## src/rtl/pic_bus_master.sv

```systemverilog
// CPU-side initiator for the 8259 register port: expands one command into a short
// queue of CS/WR/RD/A0 bus cycles and reports completion with a one-cycle response.
module pic_bus_master #(
  parameter int STROBE_CYCLES = 2,
  parameter int HOLD_CYCLES   = 1
) (
  input  logic       clk,
  input  logic       rst,
  input  logic       cmd_valid,
  output logic       cmd_ready,
  input  logic [1:0] cmd_op,
  input  logic       cmd_a0,
  input  logic [7:0] cmd_data,
  input  logic [7:0] icw1,
  input  logic [7:0] icw2,
  input  logic [7:0] icw3,
  input  logic [7:0] icw4,
  output logic       rsp_valid,
  output logic [7:0] rsp_data,
  output logic       rsp_err,
  output logic       initialized,
  output logic       CS,
  output logic       WR,
  output logic       RD,
  output logic       A0,
  output logic [7:0] bus_dout,
  output logic       bus_oe,
  input  logic [7:0] bus_din
);

  localparam int MAXC  = (STROBE_CYCLES > HOLD_CYCLES) ? STROBE_CYCLES : HOLD_CYCLES;
  localparam int CNT_W = $clog2(MAXC + 1) + 1;

  typedef enum logic [2:0] {S_IDLE, S_SETUP, S_STROBE, S_HOLD, S_GAP, S_DONE} state_t;
  typedef enum logic [1:0] {RSEL_NONE, RSEL_IRR, RSEL_ISR} rsel_t;

  state_t            state, state_n;
  rsel_t             last_rsel, dec_rsel;
  logic              q_wr   [4];
  logic              q_a0   [4];
  logic [7:0]        q_byte [4];
  logic              d_wr   [4];
  logic              d_a0   [4];
  logic [7:0]        d_byte [4];
  logic [2:0]        q_len, d_len;
  logic [1:0]        idx;
  logic [CNT_W-1:0]  cnt;
  logic              err_q, init_q, d_err;
  logic [7:0]        rd_data;
  logic              accept, in_cycle, cur_wr, cur_a0, last_entry;
  logic [7:0]        cur_byte;

  assign accept     = cmd_valid & cmd_ready;
  assign cur_wr     = q_wr[idx];
  assign cur_a0     = q_a0[idx];
  assign cur_byte   = q_byte[idx];
  assign last_entry = ({1'b0, idx} == (q_len - 3'd1));

  // Command decode: build the bus-cycle queue and the read-select bookkeeping.
  always_comb begin
    rsel_t want;
    d_err    = 1'b0;
    d_len    = 3'd0;
    dec_rsel = last_rsel;
    want     = RSEL_NONE;
    for (int i = 0; i < 4; i++) begin
      d_wr[i]   = 1'b0;
      d_a0[i]   = 1'b0;
      d_byte[i] = 8'h00;
    end
    case (cmd_op)
      2'b00: begin
        if (!icw1[4]) begin
          d_err = 1'b1;
        end else begin
          d_wr[0] = 1'b1; d_a0[0] = 1'b0; d_byte[0] = icw1;
          d_wr[1] = 1'b1; d_a0[1] = 1'b1; d_byte[1] = icw2;
          d_len   = 3'd2;
          if (!icw1[1]) begin
            d_wr[d_len[1:0]] = 1'b1; d_a0[d_len[1:0]] = 1'b1; d_byte[d_len[1:0]] = icw3;
            d_len = d_len + 3'd1;
          end
          if (icw1[0]) begin
            d_wr[d_len[1:0]] = 1'b1; d_a0[d_len[1:0]] = 1'b1; d_byte[d_len[1:0]] = icw4;
            d_len = d_len + 3'd1;
          end
          dec_rsel = RSEL_NONE;
        end
      end
      2'b01: begin
        if (!initialized || (!cmd_a0 && cmd_data[4])) begin
          d_err = 1'b1;
        end else begin
          d_wr[0] = 1'b1; d_a0[0] = cmd_a0; d_byte[0] = cmd_data;
          d_len   = 3'd1;
          // A direct OCW3 with RR set changes which register a plain read returns.
          if (!cmd_a0 && (cmd_data[4:3] == 2'b01) && cmd_data[1])
            dec_rsel = cmd_data[0] ? RSEL_ISR : RSEL_IRR;
        end
      end
      2'b10: begin
        if (cmd_data[1:0] == 2'b00) begin
          d_err = 1'b1;
        end else if (cmd_data[1:0] == 2'b11) begin
          d_a0[0] = 1'b1;
          d_len   = 3'd1;
        end else begin
          want = (cmd_data[1:0] == 2'b01) ? RSEL_IRR : RSEL_ISR;
          if (last_rsel != want) begin
            d_wr[0] = 1'b1; d_a0[0] = 1'b0;
            d_byte[0] = (want == RSEL_IRR) ? 8'h0A : 8'h0B;
            d_len = 3'd1;
          end
          d_a0[d_len[1:0]] = 1'b0;
          d_len    = d_len + 3'd1;
          dec_rsel = want;
        end
      end
      default: d_err = 1'b1;
    endcase
  end

  always_ff @(posedge clk) begin
    if (rst) begin
      state       <= S_IDLE;
      cnt         <= '0;
      idx         <= 2'd0;
      q_len       <= 3'd0;
      err_q       <= 1'b0;
      init_q      <= 1'b0;
      initialized <= 1'b0;
      last_rsel   <= RSEL_NONE;
    end else begin
      state <= state_n;
      cnt   <= (state_n != state) ? '0 : cnt + 1'b1;
      if (accept) begin
        idx    <= 2'd0;
        q_len  <= d_len;
        err_q  <= d_err;
        init_q <= (cmd_op == 2'b00);
        if (!d_err) begin
          last_rsel <= dec_rsel;
          if (cmd_op == 2'b00) initialized <= 1'b0;
        end
      end else if (state == S_GAP) begin
        idx <= idx + 2'd1;
      end
      if (state == S_DONE && init_q && !err_q) initialized <= 1'b1;
    end
  end

  // Queue contents and captured read data carry no reset; outputs gate them by state.
  always_ff @(posedge clk) begin
    if (accept) begin
      for (int i = 0; i < 4; i++) begin
        q_wr[i]   <= d_wr[i];
        q_a0[i]   <= d_a0[i];
        q_byte[i] <= d_byte[i];
      end
    end
    if (state == S_STROBE && cnt == CNT_W'(STROBE_CYCLES - 1) && !cur_wr)
      rd_data <= bus_din;
  end

  always_comb begin
    state_n   = state;
    in_cycle  = (state == S_SETUP) || (state == S_STROBE) || (state == S_HOLD);
    cmd_ready = (state == S_IDLE) && !rst;
    CS        = !in_cycle;
    WR        = !((state == S_STROBE) && cur_wr);
    RD        = !((state == S_STROBE) && !cur_wr);
    A0        = in_cycle && cur_a0;
    bus_oe    = in_cycle && cur_wr;
    bus_dout  = (in_cycle && cur_wr) ? cur_byte : 8'h00;
    rsp_valid = (state == S_DONE);
    rsp_err   = (state == S_DONE) && err_q;
    rsp_data  = ((state == S_DONE) && !err_q && !cur_wr) ? rd_data : 8'h00;
    case (state)
      S_IDLE:   if (accept) state_n = d_err ? S_DONE : S_SETUP;
      S_SETUP:  state_n = S_STROBE;
      S_STROBE: if (cnt == CNT_W'(STROBE_CYCLES - 1)) state_n = S_HOLD;
      S_HOLD:   if (cnt == CNT_W'(HOLD_CYCLES - 1)) state_n = last_entry ? S_DONE : S_GAP;
      S_GAP:    state_n = S_SETUP;
      S_DONE:   state_n = S_IDLE;
      default:  state_n = S_IDLE;
    endcase
  end

endmodule

```

## config.mk

```make
export PLATFORM = sky130hd
export DESIGN_NAME = pic_bus_master
export DESIGN_NICKNAME = d
export VERILOG_FILES = /design/src/rtl/pic_bus_master.sv
export SDC_FILE = /design/constraint.sdc
export NUM_CORES = 1
export LEC_CHECK = 0
export ABC_CLOCK_PERIOD_IN_PS = 2390
export CAP_MARGIN = 10
export CORE_AREA = 5 5 91 93
export DETAILED_ROUTE_END_ITERATION = 10
export DIE_AREA = 0 0 96 98
export GPL_TIMING_DRIVEN = 0
export PLACE_DENSITY = 0.82
export SYNTH_ARGS = -nofsm -noshare
export SYNTH_HDL_FRONTEND = slang
export SYNTH_SLANG_ARGS = --single-unit
```

## constraint.sdc

```tcl
create_clock -name clk -period 2.39 [get_ports clk]
set_clock_uncertainty 0.1 [all_clocks]
set_input_delay 0.3585 -clock clk [delete_from_list [all_inputs] [get_ports clk]]
set_output_delay 0.3585 -clock clk [all_outputs]
set_load 0.005 [all_outputs]
```

After elaboration in Yosys (flattened, before gate mapping)
Memory sizes are Yosys's and may differ from the RTL's. A register that Yosys moved wholly into a read port is not among the register bits.
Cells that the tools add are included.
- register bits: 24
- memories kept: 3
- logic and storage cells: 175
- RAM bits: 40
- output and inout bits: 25
- bits of input ports: 54
- memory list (name ; words ; bits a word ; read ports ; clocked after memory_dff ; wr ports ; line ; RTL):
    q_byte ; 4 ; 8 ; 1 ; 1 ; 4 ; 41 ; logic [7:0] q_byte [4];
    q_a0 ; 4 ; 1 ; 1 ; 1 ; 4 ; 40 ; logic q_a0 [4];
    q_wr ; 4 ; 1 ; 1 ; 1 ; 4 ; 39 ; logic q_wr [4];
- reduce and logical (&&, ||, !) cells: 39
- $add $sub $neg: 5
- mux-type cells: 86
- bitwise logic cells: 8
- $lt $le $gt $ge: 4
- equality and inequality tests: 21
- operators with widths (operator ; number):
    $mux 32 ; 2
    $mux 8 ; 7
    $mux 3 ; 15
    $bwmux 32 ; 1
    $mux 4 ; 8
    $mux 1 ; 28
    $mux 2 ; 13
    $mux 24 ; 1
    $pmux 8 s3 ; 1
    $logic_and 1x1->1 ; 17
    $demux 8 s2 ; 1
    $pmux 3 s5 ; 1
    $ne 2x2->1 const B ; 5
    $add 3x1->3 const B ; 3
    $pmux 1 s3 ; 3
    $pmux 3 s3 ; 1
    $eq 2x1->1 const B ; 4
    $logic_not 1->1 ; 8
    $reduce_and 8->1 ; 1
    $eq 3x1->1 const B ; 2
    $eq 3x2->1 const B ; 2
    $eq 3x3->1 const B ; 2
    $ge 3x3->1 const B ; 2
    $logic_not 3->1 ; 2
    24 further kinds ; 33

Longest topological paths before layout
- depth after elaboration: 17
- mapped depth: 7
- mapped depth without buffers: 7

Worst setup path before layout
OpenSTA, ideal clock, no wires.
- kind: register -> register
- from: register state[2]
- to: register last_rsel[1]
- data required time: 2.162 ns
- setup time: 0.128 ns
- cell stages (with the launch flop): 8
- slack: -0.072 ns
- period minus slack after synthesis: 2.462 ns
- path buffers: 1
- arrival time: 2.234 ns
- cells stage by stage: dfxtp_1 -> buf_6 -> nor4_4 -> nand2_2 -> inv_1 -> nand4_1 -> mux2i_1 -> nor2_1
- word-level cells in the longest chain between the ends: 4
- ends and longest elaborated chain (element ; line ; RTL):
    start: declaration ; 37 ; state_t state, state_n;
    start signal: assignment ; 134 ; state <= state_n;
    $logic_not 3->1 ; 168 ; cmd_ready = (state == S_IDLE) && !rst;
    $logic_and 1x1->1 ; 168 ;
    named net cmd_ready ; 10 ; output logic cmd_ready,
    $and 1x1->1 ; 53 ; assign accept = cmd_valid & cmd_ready;
    named net accept ; 50 ; logic accept, in_cycle, cur_wr, cur_a0, last_entry;
    $reduce_and 8->1 (no line) ; -- ;
    end signal: assignment ; 142 ; last_rsel <= dec_rsel;
    end: declaration ; 38 ; rsel_t last_rsel, dec_rsel;
The timed path passes the listed nets, and every way through them passes these cells.
A chain may end at the register's enable or synchronous reset.

==> run_results.csv <==
group,metric,value,unit
timing,tns,-827,ps
clock_tree,cts_hold_buf,0,
logic_synthesis,synthFlopType,"edfxtp_1",
logic_synthesis,yosys_warnings,0,
drt,drc,0,
cells_and_area,finalNetCount,459,
setup_path,cp-end-kind,"primary output",
placement,placed_area,4130,um^2
job,cap_violations,0,
cells_and_area,drive_gt1_share,21.6,%
global_route,groute.usage.overall,18.2,%
logic_synthesis,synth_nets,350,
die,start_util,43.2,%
setup_path,cp-start-kind,"flop",
drt,drtIter0Drc,169,
logic_synthesis,syn_avg_cell_area,11.3,um^2
logic_synthesis,synthCells,284,
clock_tree,clockRootBuffer,"clkbuf_8",
die,io_pins,79,
logic_synthesis,synth_area,3220,um^2
timing,period_share,104,%
die,coreArea,7450,um^2
logic_synthesis,synth_most_common_cell,"edfxtp_1",
global_route,gr-total-overflow,0,
cells_and_area,n_antenna_cell,0,
logic_synthesis,synth.yosys.seq_area_share,53.1,%
cells_and_area,syn_to_final_growth,40.8,%
clock_tree,clk_pin_slew_worst_paths,60,ps
logic_synthesis,synth_edf_count,45,
timing,slew_headroom,53.4,%
placement,gp_congestion,0.836,
setup_path,slowest_stage,"mux4_2",
logic_synthesis,synth-seq-cells,63,
clock_tree,cts.htree.levels,3,
drt,routed_wl,8.92,mm
timing,maxClockFrequency,401,MHz
outcome,violations,"setup timing",
die,rows,32,
setup_path,max_stage_delay,580,ps
timing,setup_violations,14,
timing,rsz0062_at_grt,"yes",
clock_tree,cts_sinks,63,
power_and_ir_drop,vdd_drop_max,0.000294,V
clock_tree,cts_tree,"done",
global_route,grt_max_degree,43,
outcome,status,"complete, but fails checks",
timing,hold_violations,0,
clock_tree,clk_latency,350,ps
clock_tree,cts_buffer_depth,2,
setup_path,critical_path.cell_chain,"mux4_2, nor3_4, buf_6, buf_6, and2_4, buf_6",
timing,whs,364,ps
drt,wire_per_inst,17.8,um
logic_synthesis,synth_top_cell_by_area,"edfxtp_1",
logic_synthesis,synth_cell_type_count,44,
power_and_ir_drop,powerDensity,540,nW/um^2
logic_synthesis,synth_top_area_share,42.0,%
die,dieArea,9410,um^2
global_route,grt_pass1_vias,2658,
setup_path,crit_top_cell,"buf_6",
power_and_ir_drop,leakage,1.79,nW
die,die_h,98,um
timing,period_minus_slack,2490,ps
logic_synthesis,synth_commonest_cells,"edfxtp_1 (45), nor2_1 (31), and3_1 (19)",
global_route,grt_pass1_wl,12.9,mm
placement,dp.cells,464,
setup_path,crit_type,"flop to primary output",
placement,io_buffers,78,
logic_synthesis,synth.area.top_cells,"edfxtp_1 (42%), dfxtp_1 (11%), mux4_2 (7.0%), ha_1 (4.7%), and3_1 (3.7%)",
clock_tree,numCtsBuffers,9,
cells_and_area,design_area,4530,um^2
hold_path,hold_class,"flop to flop",
cells_and_area,instances_no_fill,500,
drt,via_count,2733,
setup_path,crit_arrival,2040,ps
global_route,antenna_found_initial,0,
logic_synthesis,async_reset_ff_share,0,%
setup_path,worstPathMaxFanout,5,
die,die_w,96,um
cells_and_area,utilization,60.9,%
drt,first_pass_iters,5,
timing,layout_setup_ws,-104,ps
drt,ant_nets,0,
timing,drv_slew,0,
placement,place_hpwl,5.84,mm
setup_path,critPathRequiredTime,1930,ps
drt,avgViaCountPerCell,5.47,
timing,tightest_slew,696,ps
kinds of logic after synthesis:
logic type	after synthesis	share of synthesized area (%)
buffers and inverters	32	4.23
xor gates and xnor gates	4	1.09
muxes	12	7.61
DFF	63	53.1
and+or+nand+nor	111	18.4
adders and majority gates	12	4.66
AOI/OAI and AO/OA	50	10.8
sequential cells by signal, indices dropped and copies added (netlist names), 3 cells and up, named ones only:
register  count
state         3
q_len         3
rd_data       8
q_byte       32
q_a0          3
cnt           3
path summary, 6_finish.rpt:
check | cells past startpoint | from | slack [ps] | endpoint
worst max-delay path | 6 | q_a0[3] | -100 | rsp_data[3]
worst min-delay path | 2 | q_len[2] | 360 | q_len[2]
worst max register to register | 5 | q_a0[3] | 170 | rd_data[6]
worst min register to register | 2 | q_len[2] | 360 | q_len[2]
layout make-up:
| cell class | instances | area [um^2] |
|---|---|---|
| inverters | 20 | 78.8 |
| multi-input cells | 189 | 1410 |
| repair inverters | 1 | 7.51 |
| well taps | 102 | 128 |
| plain buffers | 11 | 73.8 |
| clock buffers | 12 | 145 |
| flip-flops and latches | 63 | 1720 |
| fillers | 585 | 2910 |
| clock inverters | 4 | 22.5 |
| repair buffers | 98 | 950 |
report_power, final:
group / switching, mW / total, mW / internal (mW)
clock network: 0.403 / 0.802 / 0.399
registers: 0.0237 / 1.25 / 1.22
logic: 0.192 / 0.401 / 0.209
layout by cell type, fill, tap and decap left out, types with 3 or more instances in the layout:
| master | instances |
|---|---|
| clkbuf_8 | 12 |
| nand3b_1 | 3 |
| dlygate4sd2_1 | 3 |
| dfxtp_1 | 16 |
| a22oi_1 | 14 |
| mux4_2 | 10 |
| nor2_1 | 29 |
| nor2b_1 | 5 |
| xnor2_1 | 3 |
| o21ai_0 | 11 |
| inv_1 | 17 |
| nand3_1 | 8 |
| and3_1 | 16 |
| clkinv_2 | 3 |
| buf_2 | 7 |
| clkinvlp_4 | 3 |
| and2_1 | 13 |
| edfxtp_1 | 45 |
| ha_1 | 12 |
| clkbuf_1 | 8 |
| clkdlybuf4s50_1 | 58 |
| buf_6 | 17 |
| a21oi_1 | 10 |
| and3_4 | 3 |
| buf_4 | 13 |
| and2_4 | 5 |
| nand2_1 | 17 |
through the flow:
| step | total power [mW] | setup WS, ps |
|---|---|---|
| after floorplan | 1.44 | 306 |
| after global placement | 1.61 | -313 |
| after detailed placement | 1.63 | -348 |
| after CTS | 2.44 | -176 |
| after global routing | 2.54 | -151 |
| final | 2.45 | -104 |
what timing repair did:
action	in CTS	in global routing
pin swaps	9	2
gates cloned	1	1
gates resized for setup	102	8
endpoints found under the setup margin	29	24
setup buffers	15	5
critical path, delay by kind of cell, from the launching register on:
| kind | cells | cell delay (ps) |
|---|---|---|
| flops | 1 | 400 |
| mux | 1 | 580 |
| simple gates | 2 | 400 |
| buf+inv | 3 | 310 |
routing by layer:
layer,track usage (%),wire (um)
met5,0,0
met4,9.52,250
met2,29.1,4460
met3,4.55,722
met1,22.5,3490
Note: power is estimated with default switching activity, not from simulation.
